<file path="src/rtl/muldiv_unit_if.sv">
// Request/response bundle between the datapath controller and muldiv_unit.
// WIDTH must match the WIDTH of the muldiv_unit it connects to.
interface muldiv_unit_if #(
  parameter int WIDTH = 32
);
  logic             start;
  logic [1:0]       op;
  logic [WIDTH-1:0] a;
  logic [WIDTH-1:0] b;
  logic             hi_we;
  logic             lo_we;
  logic [WIDTH-1:0] wdata;
  logic             busy;
  logic             done;
  logic             div_by_zero;
  logic [WIDTH-1:0] hi;
  logic [WIDTH-1:0] lo;

  modport master (
    output start, op, a, b, hi_we, lo_we, wdata,
    input  busy, done, div_by_zero, hi, lo
  );

  modport slave (
    input  start, op, a, b, hi_we, lo_we, wdata,
    output busy, done, div_by_zero, hi, lo
  );
endinterface

</file>
<file path="src/rtl/muldiv_unit.sv">
// Sequential MULT/MULTU/DIV/DIVU unit with HI/LO registers (radix-2, one step per cycle).
// Optional MULDIV_EARLY_OUT_EN: multiplies leave CALC once the multiplier shift register is empty.
module muldiv_unit #(
  parameter int WIDTH = 32,
  parameter int CNT_W = $clog2(WIDTH + 1)
) (
  input logic          clk,
  input logic          reset_n,
  muldiv_unit_if.slave bus
);
  typedef enum logic [1:0] {IDLE, CALC, FIX, DONE} state_t;

  localparam logic [CNT_W-1:0] CNT_ONE  = {{(CNT_W-1){1'b0}}, 1'b1};
  localparam logic [CNT_W-1:0] CNT_INIT = CNT_W'(WIDTH);

  function automatic logic [WIDTH-1:0] neg_w(input logic [WIDTH-1:0] v);
    return ~v + {{(WIDTH-1){1'b0}}, 1'b1};
  endfunction

  function automatic logic [2*WIDTH-1:0] neg_2w(input logic [2*WIDTH-1:0] v);
    return ~v + {{(2*WIDTH-1){1'b0}}, 1'b1};
  endfunction

  state_t             state_r;
  logic               busy_r;
  logic               done_r;
  logic               dz_r;
  logic [WIDTH-1:0]   hi_r;
  logic [WIDTH-1:0]   lo_r;
  logic               is_div_r;
  logic               dz_pend_r;
  logic               neg_res_r;
  logic               neg_rem_r;
  logic [CNT_W-1:0]   cnt_r;
  logic [2*WIDTH-1:0] prod_r;
  logic [2*WIDTH-1:0] mcand_r;
  // Multiplier for multiplies; dividend shifting out / quotient shifting in for divides.
  logic [WIDTH-1:0]   mplier_r;
  logic [WIDTH-1:0]   divisor_r;
  logic [WIDTH-1:0]   rem_r;

  logic               is_signed_s;
  logic               neg_a_s;
  logic               neg_b_s;
  logic [WIDTH-1:0]   abs_a_s;
  logic [WIDTH-1:0]   abs_b_s;
  logic               b_zero_s;
  logic               wr_ok_s;
  logic [WIDTH:0]     rem_shift_s;
  logic               rem_ge_s;
  logic [WIDTH-1:0]   rem_diff_s;
  logic [WIDTH-1:0]   rem_next_s;
  logic [WIDTH-1:0]   quo_next_s;
  logic [2*WIDTH-1:0] prod_next_s;
  logic               cnt_last_s;
  logic               mul_empty_s;

  assign is_signed_s = ~bus.op[0];
  assign neg_a_s     = is_signed_s & bus.a[WIDTH-1];
  assign neg_b_s     = is_signed_s & bus.b[WIDTH-1];
  assign abs_a_s     = neg_a_s ? neg_w(bus.a) : bus.a;
  assign abs_b_s     = neg_b_s ? neg_w(bus.b) : bus.b;
  assign b_zero_s    = (bus.b == {WIDTH{1'b0}});
  assign wr_ok_s     = ~busy_r;

  // Restoring divide step: the remainder never exceeds the divisor, so the difference fits WIDTH bits.
  assign rem_shift_s = {rem_r, mplier_r[WIDTH-1]};
  assign rem_ge_s    = (rem_shift_s >= {1'b0, divisor_r});
  assign rem_diff_s  = rem_shift_s[WIDTH-1:0] - divisor_r;
  assign rem_next_s  = rem_ge_s ? rem_diff_s : rem_shift_s[WIDTH-1:0];
  assign quo_next_s  = {mplier_r[WIDTH-2:0], rem_ge_s};

  assign prod_next_s = mplier_r[0] ? (prod_r + mcand_r) : prod_r;
  assign cnt_last_s  = (cnt_r == CNT_ONE);

`ifdef MULDIV_EARLY_OUT_EN
  assign mul_empty_s = ~is_div_r & (mplier_r == {WIDTH{1'b0}});
`else
  assign mul_empty_s = 1'b0;
`endif

  assign bus.busy        = busy_r;
  assign bus.done        = done_r;
  assign bus.div_by_zero = dz_r;
  assign bus.hi          = hi_r;
  assign bus.lo          = lo_r;

  // Control FSM, iteration datapath and HI/LO registers.
  always_ff @(posedge clk or negedge reset_n) begin
    if (!reset_n) begin
      state_r   <= IDLE;
      busy_r    <= 1'b0;
      done_r    <= 1'b0;
      dz_r      <= 1'b0;
      hi_r      <= {WIDTH{1'b0}};
      lo_r      <= {WIDTH{1'b0}};
      is_div_r  <= 1'b0;
      dz_pend_r <= 1'b0;
      neg_res_r <= 1'b0;
      neg_rem_r <= 1'b0;
      cnt_r     <= {CNT_W{1'b0}};
      prod_r    <= {(2*WIDTH){1'b0}};
      mcand_r   <= {(2*WIDTH){1'b0}};
      mplier_r  <= {WIDTH{1'b0}};
      divisor_r <= {WIDTH{1'b0}};
      rem_r     <= {WIDTH{1'b0}};
    end else begin
      done_r <= 1'b0;
      if (bus.hi_we && wr_ok_s) hi_r <= bus.wdata;
      if (bus.lo_we && wr_ok_s) lo_r <= bus.wdata;

      case (state_r)
        IDLE, DONE: begin
          if (bus.start) begin
            busy_r    <= 1'b1;
            dz_r      <= 1'b0;
            is_div_r  <= bus.op[1];
            neg_res_r <= neg_a_s ^ neg_b_s;
            neg_rem_r <= neg_a_s;
            cnt_r     <= CNT_INIT;
            prod_r    <= {(2*WIDTH){1'b0}};
            rem_r     <= {WIDTH{1'b0}};
            if (bus.op[1]) begin
              mcand_r   <= {(2*WIDTH){1'b0}};
              mplier_r  <= abs_a_s;
              divisor_r <= abs_b_s;
              dz_pend_r <= b_zero_s;
              // A zero divisor skips CALC; FIX then only raises done and the flag.
              state_r   <= b_zero_s ? FIX : CALC;
            end else begin
              mcand_r   <= {{WIDTH{1'b0}}, abs_a_s};
              mplier_r  <= abs_b_s;
              divisor_r <= {WIDTH{1'b0}};
              dz_pend_r <= 1'b0;
              state_r   <= CALC;
            end
          end else begin
            state_r <= IDLE;
          end
        end

        CALC: begin
          if (mul_empty_s) begin
            state_r <= FIX;
          end else begin
            cnt_r <= cnt_r - CNT_ONE;
            if (is_div_r) begin
              rem_r    <= rem_next_s;
              mplier_r <= quo_next_s;
            end else begin
              prod_r   <= prod_next_s;
              mcand_r  <= {mcand_r[2*WIDTH-2:0], 1'b0};
              mplier_r <= {1'b0, mplier_r[WIDTH-1:1]};
            end
            if (cnt_last_s) state_r <= FIX;
          end
        end

        FIX: begin
          busy_r  <= 1'b0;
          done_r  <= 1'b1;
          state_r <= DONE;
          if (dz_pend_r) begin
            dz_r <= 1'b1;
          end else if (is_div_r) begin
            lo_r <= neg_res_r ? neg_w(mplier_r) : mplier_r;
            hi_r <= neg_rem_r ? neg_w(rem_r) : rem_r;
          end else begin
            {hi_r, lo_r} <= neg_res_r ? neg_2w(prod_r) : prod_r;
          end
        end

        default: begin
          state_r <= IDLE;
          busy_r  <= 1'b0;
        end
      endcase
    end
  end
endmodule
</file>
<file path="src/flat_wrapper.sv">
// flat-port wrapper written by rule: the top's interface ports become plain ports
module muldiv_unit_flat 
#(
  parameter int WIDTH = 32,
  parameter int CNT_W = $clog2(WIDTH + 1)
)
  (clk, reset_n, bus_start, bus_op, bus_a, bus_b, bus_hi_we, bus_lo_we, bus_wdata, bus_busy, bus_done, bus_div_by_zero, bus_hi, bus_lo);
  muldiv_unit_if #(.WIDTH(WIDTH)) bus_i ();
  input logic clk;
  input logic reset_n;
  input wire logic [$bits(bus_i.start)-1:0] bus_start;
  input wire logic [$bits(bus_i.op)-1:0] bus_op;
  input wire logic [$bits(bus_i.a)-1:0] bus_a;
  input wire logic [$bits(bus_i.b)-1:0] bus_b;
  input wire logic [$bits(bus_i.hi_we)-1:0] bus_hi_we;
  input wire logic [$bits(bus_i.lo_we)-1:0] bus_lo_we;
  input wire logic [$bits(bus_i.wdata)-1:0] bus_wdata;
  output wire logic [$bits(bus_i.busy)-1:0] bus_busy;
  output wire logic [$bits(bus_i.done)-1:0] bus_done;
  output wire logic [$bits(bus_i.div_by_zero)-1:0] bus_div_by_zero;
  output wire logic [$bits(bus_i.hi)-1:0] bus_hi;
  output wire logic [$bits(bus_i.lo)-1:0] bus_lo;
  assign bus_i.start = bus_start;
  assign bus_i.op = bus_op;
  assign bus_i.a = bus_a;
  assign bus_i.b = bus_b;
  assign bus_i.hi_we = bus_hi_we;
  assign bus_i.lo_we = bus_lo_we;
  assign bus_i.wdata = bus_wdata;
  assign bus_busy = bus_i.busy;
  assign bus_done = bus_i.done;
  assign bus_div_by_zero = bus_i.div_by_zero;
  assign bus_hi = bus_i.hi;
  assign bus_lo = bus_i.lo;
  muldiv_unit #(.WIDTH(WIDTH), .CNT_W(CNT_W)) u_core (.clk(clk), .reset_n(reset_n), .bus(bus_i));
endmodule
</file>
<file path="config.mk">
export PLATFORM = sky130hd
export DESIGN_NAME = muldiv_unit_flat
export DESIGN_NICKNAME = d
export VERILOG_FILES = /design/src/rtl/muldiv_unit_if.sv /design/src/rtl/muldiv_unit.sv /design/src/flat_wrapper.sv
export SDC_FILE = /design/constraint.sdc
export NUM_CORES = 1
export LEC_CHECK = 0
export CORE_MARGIN = 3
export CORE_UTILIZATION = 40
export CTS_CLUSTER_SIZE = 25
export DETAILED_ROUTE_END_ITERATION = 7
export DONT_BUFFER_PORTS = 1
export MAX_ROUTING_LAYER = met4
export PLACE_DENSITY_LB_ADDON = 0.2
export REMOVE_ABC_BUFFERS = 1
export SLEW_MARGIN = 30
export SYNTH_ARGS = -nofsm -noshare
export SYNTH_HDL_FRONTEND = slang
export SYNTH_SLANG_ARGS = --single-unit
</file>
<file path="constraint.sdc">
create_clock -name clk -period 4 [get_ports clk]
set_input_delay 0.4 -clock clk [delete_from_list [all_inputs] [get_ports clk]]
set_output_delay 0.4 -clock clk [all_outputs]
set_load 0.05 [all_outputs]
</file>
## After elaboration in Yosys (flattened, before gate mapping)

Cells that the tools add are included.

- Bits in registers: 303
- Input port bits: 103
- Output and inout port bits: 67
- Logic and storage cells: 103

- Add/subtract/negate cells: 8
- Magnitude comparators: 1
- Equal/unequal tests: 10
- Multiplexer cells: 44
- Bitwise logic cells: 10
- Reduce and logical (&&, ||, !) cells: 14

Operator list:

| operator | number |
|---|---|
| 32-bit 2-to-1 mux | 20 |
| 64-bit 2-to-1 mux | 6 |
| 64-bit case mux with 2 select lines | 2 |
| 32-bit by 1-bit adder with 32-bit output, second input constant | 4 |
| 32-bit NOT | 4 |
| 32-bit case mux with 2 select lines | 2 |
| 64-bit by 1-bit adder with 64-bit output, second input constant | 1 |
| 64-bit adder | 1 |
| 64-bit NOT | 1 |
| 33-bit by 32-bit >= comparator with 1-bit output | 1 |
| 32-bit zero test | 1 |
| 32-bit subtractor | 1 |
| 6-bit case mux with 2 select lines | 1 |
| 3-bit AND reduction | 3 |
| 2-bit 2-to-1 mux | 4 |
| 2-bit by 1-bit inequality test with 1-bit output, second input constant | 4 |
| 6-bit by 1-bit == test with 1-bit output, second input constant | 1 |
| 6-bit 2-to-1 mux | 1 |
| 2-bit case mux with 3 select lines | 1 |
| 2-bit AND reduction | 3 |
| 6-bit by 1-bit subtractor with 6-bit output, second input constant | 1 |
| 1-bit 2-to-1 mux | 5 |
| 2-bit == test, second input constant | 2 |
| 2-bit inequality test, second input constant | 2 |
| other kinds (10) | 15 |

## Depth between registers and ports, before layout

Gate-level depths: netlist (run 1).

- Word-level depth: 6
- Gate-level depth with buffers: 16
- Depth with buffers taken out: 15

## Worst setup path after synthesis (run 1)

Ideal clock, no wire load.

- Kind: register to register
- Start: register u_core.prod_r[0]
- End: register u_core.prod_r[60]
- Setup time: 0.133 ns
- Data arrival time: 3.131 ns
- Required time: 3.867 ns
- Setup slack: 0.736 ns
- Cell stages (with the launch flop): 15
- Buffers on the path: 0
- Clock period less this slack: 3.264 ns
- Path through: dfrtp_1 > ha_1 > inv_1 > fa_1 > nor2b_1 > o2111ai_1 > a21boi_0 > o21ai_0 > a31oi_1 > a21oi_1 > o31ai_1 > a211oi_1 > o31ai_1 > xnor2_1 > o21ai_0

- Longest elaborated chain between the ends: 4

RTL lines:

| what | line | text |
|---|---|---|
| start: declaration | muldiv_unit.sv:35 | `logic [2*WIDTH-1:0] prod_r;` |
| start signal: assignment | muldiv_unit.sv:102 | `prod_r <= {(2*WIDTH){1'b0}};` |
| start signal: assignment | muldiv_unit.sv:121 | `prod_r <= {(2*WIDTH){1'b0}};` |
| start signal: assignment | muldiv_unit.sv:151 | `prod_r <= prod_next_s;` |
| 64-bit adder | muldiv_unit.sv:73 | `assign prod_next_s = mplier_r[0] ? (prod_r + mcand_r) : prod_r;` |
| 64-bit 2-to-1 mux | muldiv_unit.sv:73 |  |
| 64-bit 2-to-1 mux | muldiv_unit.sv:147 | `if (is_div_r) begin` |
| 64-bit case mux with 2 select lines | muldiv_unit.sv:112 | `case (state_r)` |

No other way between the ends. The select of a mux whose other input is x is not followed.
A chain may end at the register's enable or synchronous reset.

## Worst setup path in the final report (run 1)

- Start: register u_core.mplier_r[31]
- End: register u_core.rem_r[26]

- Longest elaborated chain between the ends: 4

RTL lines:

| what | line | text |
|---|---|---|
| start: declaration | muldiv_unit.sv:38 | `logic [WIDTH-1:0] mplier_r;` |
| start signal: assignment | muldiv_unit.sv:104 | `mplier_r <= {WIDTH{1'b0}};` |
| start signal: assignment | muldiv_unit.sv:125 | `mplier_r <= abs_a_s;` |
| start signal: assignment | muldiv_unit.sv:132 | `mplier_r <= abs_b_s;` |
| 32-bit subtractor or 33-bit by 32-bit >= comparator with 1-bit output (tied branches) | muldiv_unit.sv:69, muldiv_unit.sv:68 |  |
| 32-bit 2-to-1 mux (*) | muldiv_unit.sv:70 | `assign rem_next_s = rem_ge_s ? rem_diff_s : rem_shift_s[WIDTH-1:0];` |
| 32-bit 2-to-1 mux (*) | muldiv_unit.sv:147 |  |
| 32-bit case mux with 2 select lines (*) | muldiv_unit.sv:112 |  |
| end signal: assignment | muldiv_unit.sv:106 | `rem_r <= {WIDTH{1'b0}};` |
| end signal: assignment | muldiv_unit.sv:122 | `rem_r <= {WIDTH{1'b0}};` |
| end signal: assignment | muldiv_unit.sv:148 | `rem_r <= rem_next_s;` |
| end: declaration | muldiv_unit.sv:40 | `logic [WIDTH-1:0] rem_r;` |

Every way passes the cells marked *; elsewhere a longest branch is shown, timed or not. The select of a mux whose other input is x is not followed.

==> out/results.txt, run 1 <==
CTS tree -> yes
critical path fanouts, max -> 3
Via Count -> 20905
run status -> finished, violations left
Max Fclk -> 263 MHz
Die W -> 245 um
Clock Tree Buf Depth -> 3
Tcrit/Tclk final -> 95.1%
Synth Warn # -> 0
largest net degree at the start of global routing -> 304
die height -> 245 um
io pins -> 170
DRC violations left -> 0
WHS -> -417 ps
HP Class -> input pin to async pin
CTS buffer count -> 38
H-tree Lvls -> 2
HPWL Detailed -> 60600 um
core area -> 55700 um2
synthesis-stage register bit count -> 303
clock skew -> 30.3 ps
CP endpoint kind -> flip-flop
initial antenna violation count -> 4
Power Density -> 781 nW/um2
Post-CTS Setup Bufs -> 0
RD Place Congestion -> 0.973
setup TNS -> 0 ps
Post-synth ARST share -> 100%
Tot GR Track Use -> 27.2%
Pleak -> 11.1 nW
Post-synth EDFFs -> 0
fin worst setup slack -> 195 ps
top_reg_cell synth -> dfrtp_1
Syn Inst Count -> 2758
global-route wire length before repair -> 124000 um
number of global-route vias before repair -> 20360
Max-cap violations -> 0
CTS root buf -> clkbuf_16
starting density of the core -> 40.8%
Final Critical Period -> 3810 ps
Max rail drop VDD -> 0.000635 V
Seq/Total Area, Yosys -> 33.3%
syn avg cell area -> 8.25 um2
grt total ovfl -> 0
worst slew pin tran -> 972 ps
CTS Sinks -> 303
Filler cells -> 5630
Hold Violations, Final -> 303
vias per cell -> 6.05
Row Count -> 86
Post-Place Worst Slack -> 260 ps
clock-pin slew on the worst setup and hold paths -> 60 ps
share of cells above drive strength 1 -> 6.53%
RSZ-0062 raised after global routing -> no
IO Port Bufs -> 0
post-layout util -> 44.8%
nets -> 2889
Iter 0 DRT Violations -> 2091
Final Power -> 0.0195 W
Routed Antenna Nets -> 0
slew margin rel. -> 35.2%
hold_buf cts -> 6
failing checks -> hold timing
Routed WL -> 80700 um
Setup crit start kind -> flip-flop
setup violators final -> 0
Crit path required time -> 4400 ps
worst endpoint data arrival time -> 4210 ps
die area -> 59800 um2
WS Path Type -> flip-flop to flip-flop
synthesis-to-layout area growth -> 9.75%
TritonRoute pass-1 iters -> 5
synth unique cells -> 84
Final Max Slew Viols -> 0
synthesized area -> 22800 um2
Wirelength per Cell -> 23.3 um
Worst-Skew Late Latency -> 580 ps
## worst max-delay path: stages, from the launching register on
cell and delay [ps]:
dfrtp_1 390, inv_1 130, ha_1 180, inv_1 50, fa_1 400, a21oi_1 150, o21bai_1 120, a2111oi_1 480
o21bai_1 270, a31o_2 340, a41o_1 280, nand3_1 110, a21oi_1 140, a211oi_1 280, xor2_1 210, o21ai_0 110
## state kept, by name, summed over array words and instances, names as in the netlist, 2 cells and up
name              flops
u_core.bus.lo        32
u_core.mplier_r      32
u_core.cnt_r          6
u_core.bus.hi        32
u_core.rem_r         32
u_core.prod_r        64
u_core.divisor_r     32
u_core.mcand_r       64
u_core.state_r        2
## synthesized netlist by cell type, drive strengths merged (37+ instances only)
| master | count | area (um2) |
|---|---|---|
| mux2i | 104 | 1040 |
| clkbuf | 148 | 556 |
| nor3 | 37 | 196 |
| o31ai | 59 | 453 |
| a21o | 57 | 428 |
| xnor2 | 143 | 1250 |
| dfrtp | 303 | 7580 |
| o211ai | 56 | 425 |
| ha | 104 | 1300 |
| o21ai | 338 | 1690 |
| a21oi | 183 | 916 |
| xor2 | 122 | 1070 |
| nor2 | 168 | 631 |
| inv | 79 | 297 |
| a22o | 39 | 342 |
| nand2 | 380 | 1430 |
## cell type report
class                      count  area (um2)  share of cell area, %
antenna                        1        2.50                 0.0100
clock buffer                  50        1080                   4.31
clock inverter                19         250                   1.00
inverter                      79         297                   1.19
multi-input combinational   2203       14300                   57.3
sequential                   303        7590                   30.4
tap                          748         936                   3.75
timing repair buffer          55         523                   2.09
## timing repair
item / 4_1_cts / 5_1_grt
hold endpoints to repair: 309 / 303
setup endpoints to repair: 0 / 7
resized for setup: 0 / 5
## cells in the final DEF, fill, tap and decap left out, types with 7 or more instances in the layout
cell type / count
clkinv_2: 9
nand2b_1: 21
xor2_1: 122
a31oi_1: 28
nand3_1: 28
nor4_1: 18
o21ai_0: 333
xnor2_1: 143
a211oi_1: 15
and3_1: 19
o31ai_1: 56
nand2_1: 377
o21a_1: 13
or3_1: 24
inv_1: 77
ha_1: 103
clkbuf_8: 8
o211ai_1: 55
nand4_1: 31
a21oi_1: 183
nor2b_1: 22
dfrtp_1: 300
o41ai_1: 17
nor3_1: 36
o21bai_1: 15
a22oi_1: 21
or2_2: 7
a22o_1: 39
clkbuf_16: 38
buf_4: 42
nor2_1: 165
or4_1: 22
mux2_2: 12
a21o_1: 57
mux2i_1: 104
## worst paths after layout
path                                      from             endpoint  slack (ps)  cells after the start
min                                    reset_n    u_core.bus.hi[31]        -420                      0
min in group clk                     bus_a[31]     u_core.neg_res_r          30                      2
max in group asynchronous              reset_n     u_core.bus.lo[2]        3670                      0
max                        u_core.mplier_r[31]     u_core.rem_r[26]         190                     15
min reg2reg                u_core.divisor_r[4]  u_core.divisor_r[4]         480                      2
max reg2reg                u_core.mplier_r[31]     u_core.rem_r[26]         190                     15
## routing by layer
layer  global-route usage [%]  up-vias  share of wire [%]
met3                     3.82      126                6.3
met2                     42.8      710                 46
met5                        -        -                  0
met1                     36.3    10300                 44
li1                         -     9769                  -
met4                     8.65        0                3.4
## metrics by stage
stage | instance area [um2] | cells
4_1_cts | 24900 | 3456
2_1_floorplan | 22100 | 2585
5_1_grt | 25000 | 3458
3_3_place_gp | 23500 | 3381
6_report | 25000 | 3458
3_5_place_dp | 23500 | 3381
## cell families after synthesis
| family | share of synthesized area, % |
|---|---|
| AOI/OAI and AO/OA | 24.8 |
| and+or+nand+nor | 16.4 |
| DFF | 33.3 |
| xor gates and xnor gates | 10.2 |
| buffers and inverters | 4.19 |
| muxes | 5.27 |
| adders and majority gates | 5.89 |
## power breakdown
part           internal, W  leakage [nW]  switching, W
Combinational      0.00346          6.44       0.00629
Sequential         0.00391          3.97       0.00217
Clock              0.00218         0.654       0.00150
Total              0.00955          11.1       0.00996
(Power assumes the default switching activity.)
==> run 2: changes to the inputs <==
- CORE_MARGIN: 3 -> default
==> out/results.txt, run 2 (same netlist as run 1, synthesis figures left out) <==
worst slew pin tran -> 933 ps
most common cell after layout, fill and taps aside -> nand2_1
post-route cell area -> 24900 um2
sequential power share -> 31.5%
WS Path Type -> flip-flop to flip-flop
Final Power -> 0.0193 W
Worst-Skew Late Latency -> 580 ps
Worst path slowest cell -> or4_4
Tot GR Track Use -> 28.7%
H-tree Lvls -> 2
WHS -> -421 ps
worst endpoint data arrival time -> 4230 ps
RD Place Congestion -> 1.02
Max rail drop VDD -> 0.000587 V
CP endpoint kind -> flip-flop
hold_buf cts -> 2
Final Critical Period -> 3800 ps
Post-CTS Setup Bufs -> 0
core area -> 56300 um2
starting density of the core -> 40.4%
clock power share -> 18.5%
worst reg-to-reg path cell count -> 11
HPWL Detailed -> 61200 um
FF-to-FF setup slack -> 200 ps
setup TNS -> 0 ps
Cell Area, Placed -> 23600 um2
DRC violations left -> 0
Internal -> 0.00939 W
Crit path required time -> 4430 ps
Iter 0 DRT Violations -> 1737
run status -> finished, violations left
HP Class -> input pin to async pin
Setup crit start kind -> flip-flop
largest net degree at the start of global routing -> 304
CTS root buf -> clkbuf_16
IO Port Bufs -> 0
clock-pin slew on the worst setup and hold paths -> 60 ps
Tcrit/Tclk final -> 95.1%
share of cells above drive strength 1 -> 6.39%
critical path fanouts, max -> 5
Max Fclk -> 263 MHz
most frequent cells in the layout -> nand2_1 (378), o21ai_0 (331), dfrtp_1 (300)
global-route wire length before repair -> 123000 um
initial antenna violation count -> 1
Power Density -> 777 nW/um2
nets -> 2891
CTS Sinks -> 303
worst r2r dst -> u_core.bus.hi[27]
Row Count -> 87
Pleak -> 11.0 nW
CTS tree -> yes
Hold Violations, Final -> 303
io pins -> 170
RSZ-0062 raised after global routing -> no
number of global-route vias before repair -> 20101
CTS buffer count -> 39
die area -> 57900 um2
Crit. Startpoint -> u_core.prod_r[12]
Routed WL -> 80700 um
vias per cell -> 6.01
Clock Tree Buf Depth -> 3
Wirelength per Cell -> 23.3 um
TritonRoute pass-1 iters -> 5
grt total ovfl -> 0
CP max stage delay -> 580 ps
Routed Antenna Nets -> 0
switching pwr -> 0.00993 W
slew margin rel. -> 37.5%
r2r startpoint -> u_core.prod_r[12]
Final Max Slew Viols -> 0
clock skew -> 27.8 ps
Comb pwr share -> 49.9%
synthesis-to-layout area growth -> 9.25%
Via Count -> 20804
Sw Share -> 51.4%
Die W -> 241 um
Largest regs -> u_core.mcand_r: 64 flops, u_core.prod_r: 64 flops
Max-cap violations -> 0
setup violators final -> 0
crit-path cells -> or4_4 -> or3_4 -> nor3_1 -> nand2_1 -> or3_1 -> o31ai_1 -> nand2_1 -> xnor2_1 -> nor2_1 -> a21oi_1 -> a21oi_1
die height -> 241 um
failing checks -> hold timing
-- run 2: changes by cell type in the layout (fill, tap and decap cells not counted), moves of 2 or more --
cell	delta
clkbuf_1	+6
clkbuf_8	-6
clkinv_4	+2
dlygate4sd3_1	-4
clkinv_2	-4
buf_12	-2
buf_4	+8
o21ai_0	-2
-- run 2: how the worst max path moves through the flow --
stage / endpoint / cells after the start
2_1_floorplan: u_core.prod_r[2] / 6
3_3_place_gp: u_core.prod_r[63] / 13
3_5_place_dp: u_core.prod_r[61] / 12
4_1_cts: u_core.prod_r[61] / 12
5_1_grt: u_core.prod_r[60] / 15
6_report: u_core.bus.hi[27] / 11
-- run 2: area by class of cell --
type | instances | area [um2]
Clock inverter | 15 | 210
Fill cell | 5650 | 31400
Antenna cell | 1 | 2.50
Timing Repair Buffer | 56 | 475
Multi-Input combinational cell | 2203 | 14300
Sequential cell | 303 | 7590
Tap cell | 756 | 946
Inverter | 79 | 297
Clock buffer | 51 | 1040
-- run 2: timing repair --
item                                   CTS  global route
resized for setup                        0            10
setup endpoints to repair                0            13
endpoints found under the hold margin  305           303
-- run 2: power groups by stage --
| stage | clock [W] | sequential [W] | combinational (W) |
|---|---|---|---|
| floorplan | 0 | 0.00586 | 0.00640 |
| global placement | 0 | 0.00609 | 0.00942 |
| detailed placement | 0 | 0.00612 | 0.00949 |
| CTS | 0.00365 | 0.00607 | 0.00953 |
| global route | 0.00376 | 0.00622 | 0.0105 |
| finish | 0.00358 | 0.00609 | 0.00964 |
-- run 2: per-layer routing --
layer / vias up / global-route usage [%] / share of wire (%)
li1: 9778 / - / -
met4: 0 / 11.4 / 4.1
met1: 10186 / 36.5 / 43
met5: - / - / 0
met2: 692 / 45.0 / 46
met3: 148 / 5.17 / 6.8
-- run 2: through the flow --
| stage | hold WS (ps) | worst slack (ps) | utilization, % | std cells |
|---|---|---|---|---|
| floorplan | 104 | -2790 | - | 2585 |
| global placement | 145 | 312 | 41.9 | 3395 |
| detailed placement | 144 | 193 | 41.9 | 3395 |
| CTS | -453 | 151 | 44.1 | 3463 |
| global route | -449 | 19.9 | 44.2 | 3463 |
| finish | -421 | 195 | 44.2 | 3464 |
-- run 2: worst max-delay path, delay by kind of cell, from the launching register on --
| kind | cells | cell delay (ps) |
|---|---|---|
| compound gates | 3 | 810 |
| xor+xnor | 1 | 170 |
| simple gates | 7 | 2230 |
| flops | 1 | 440 |
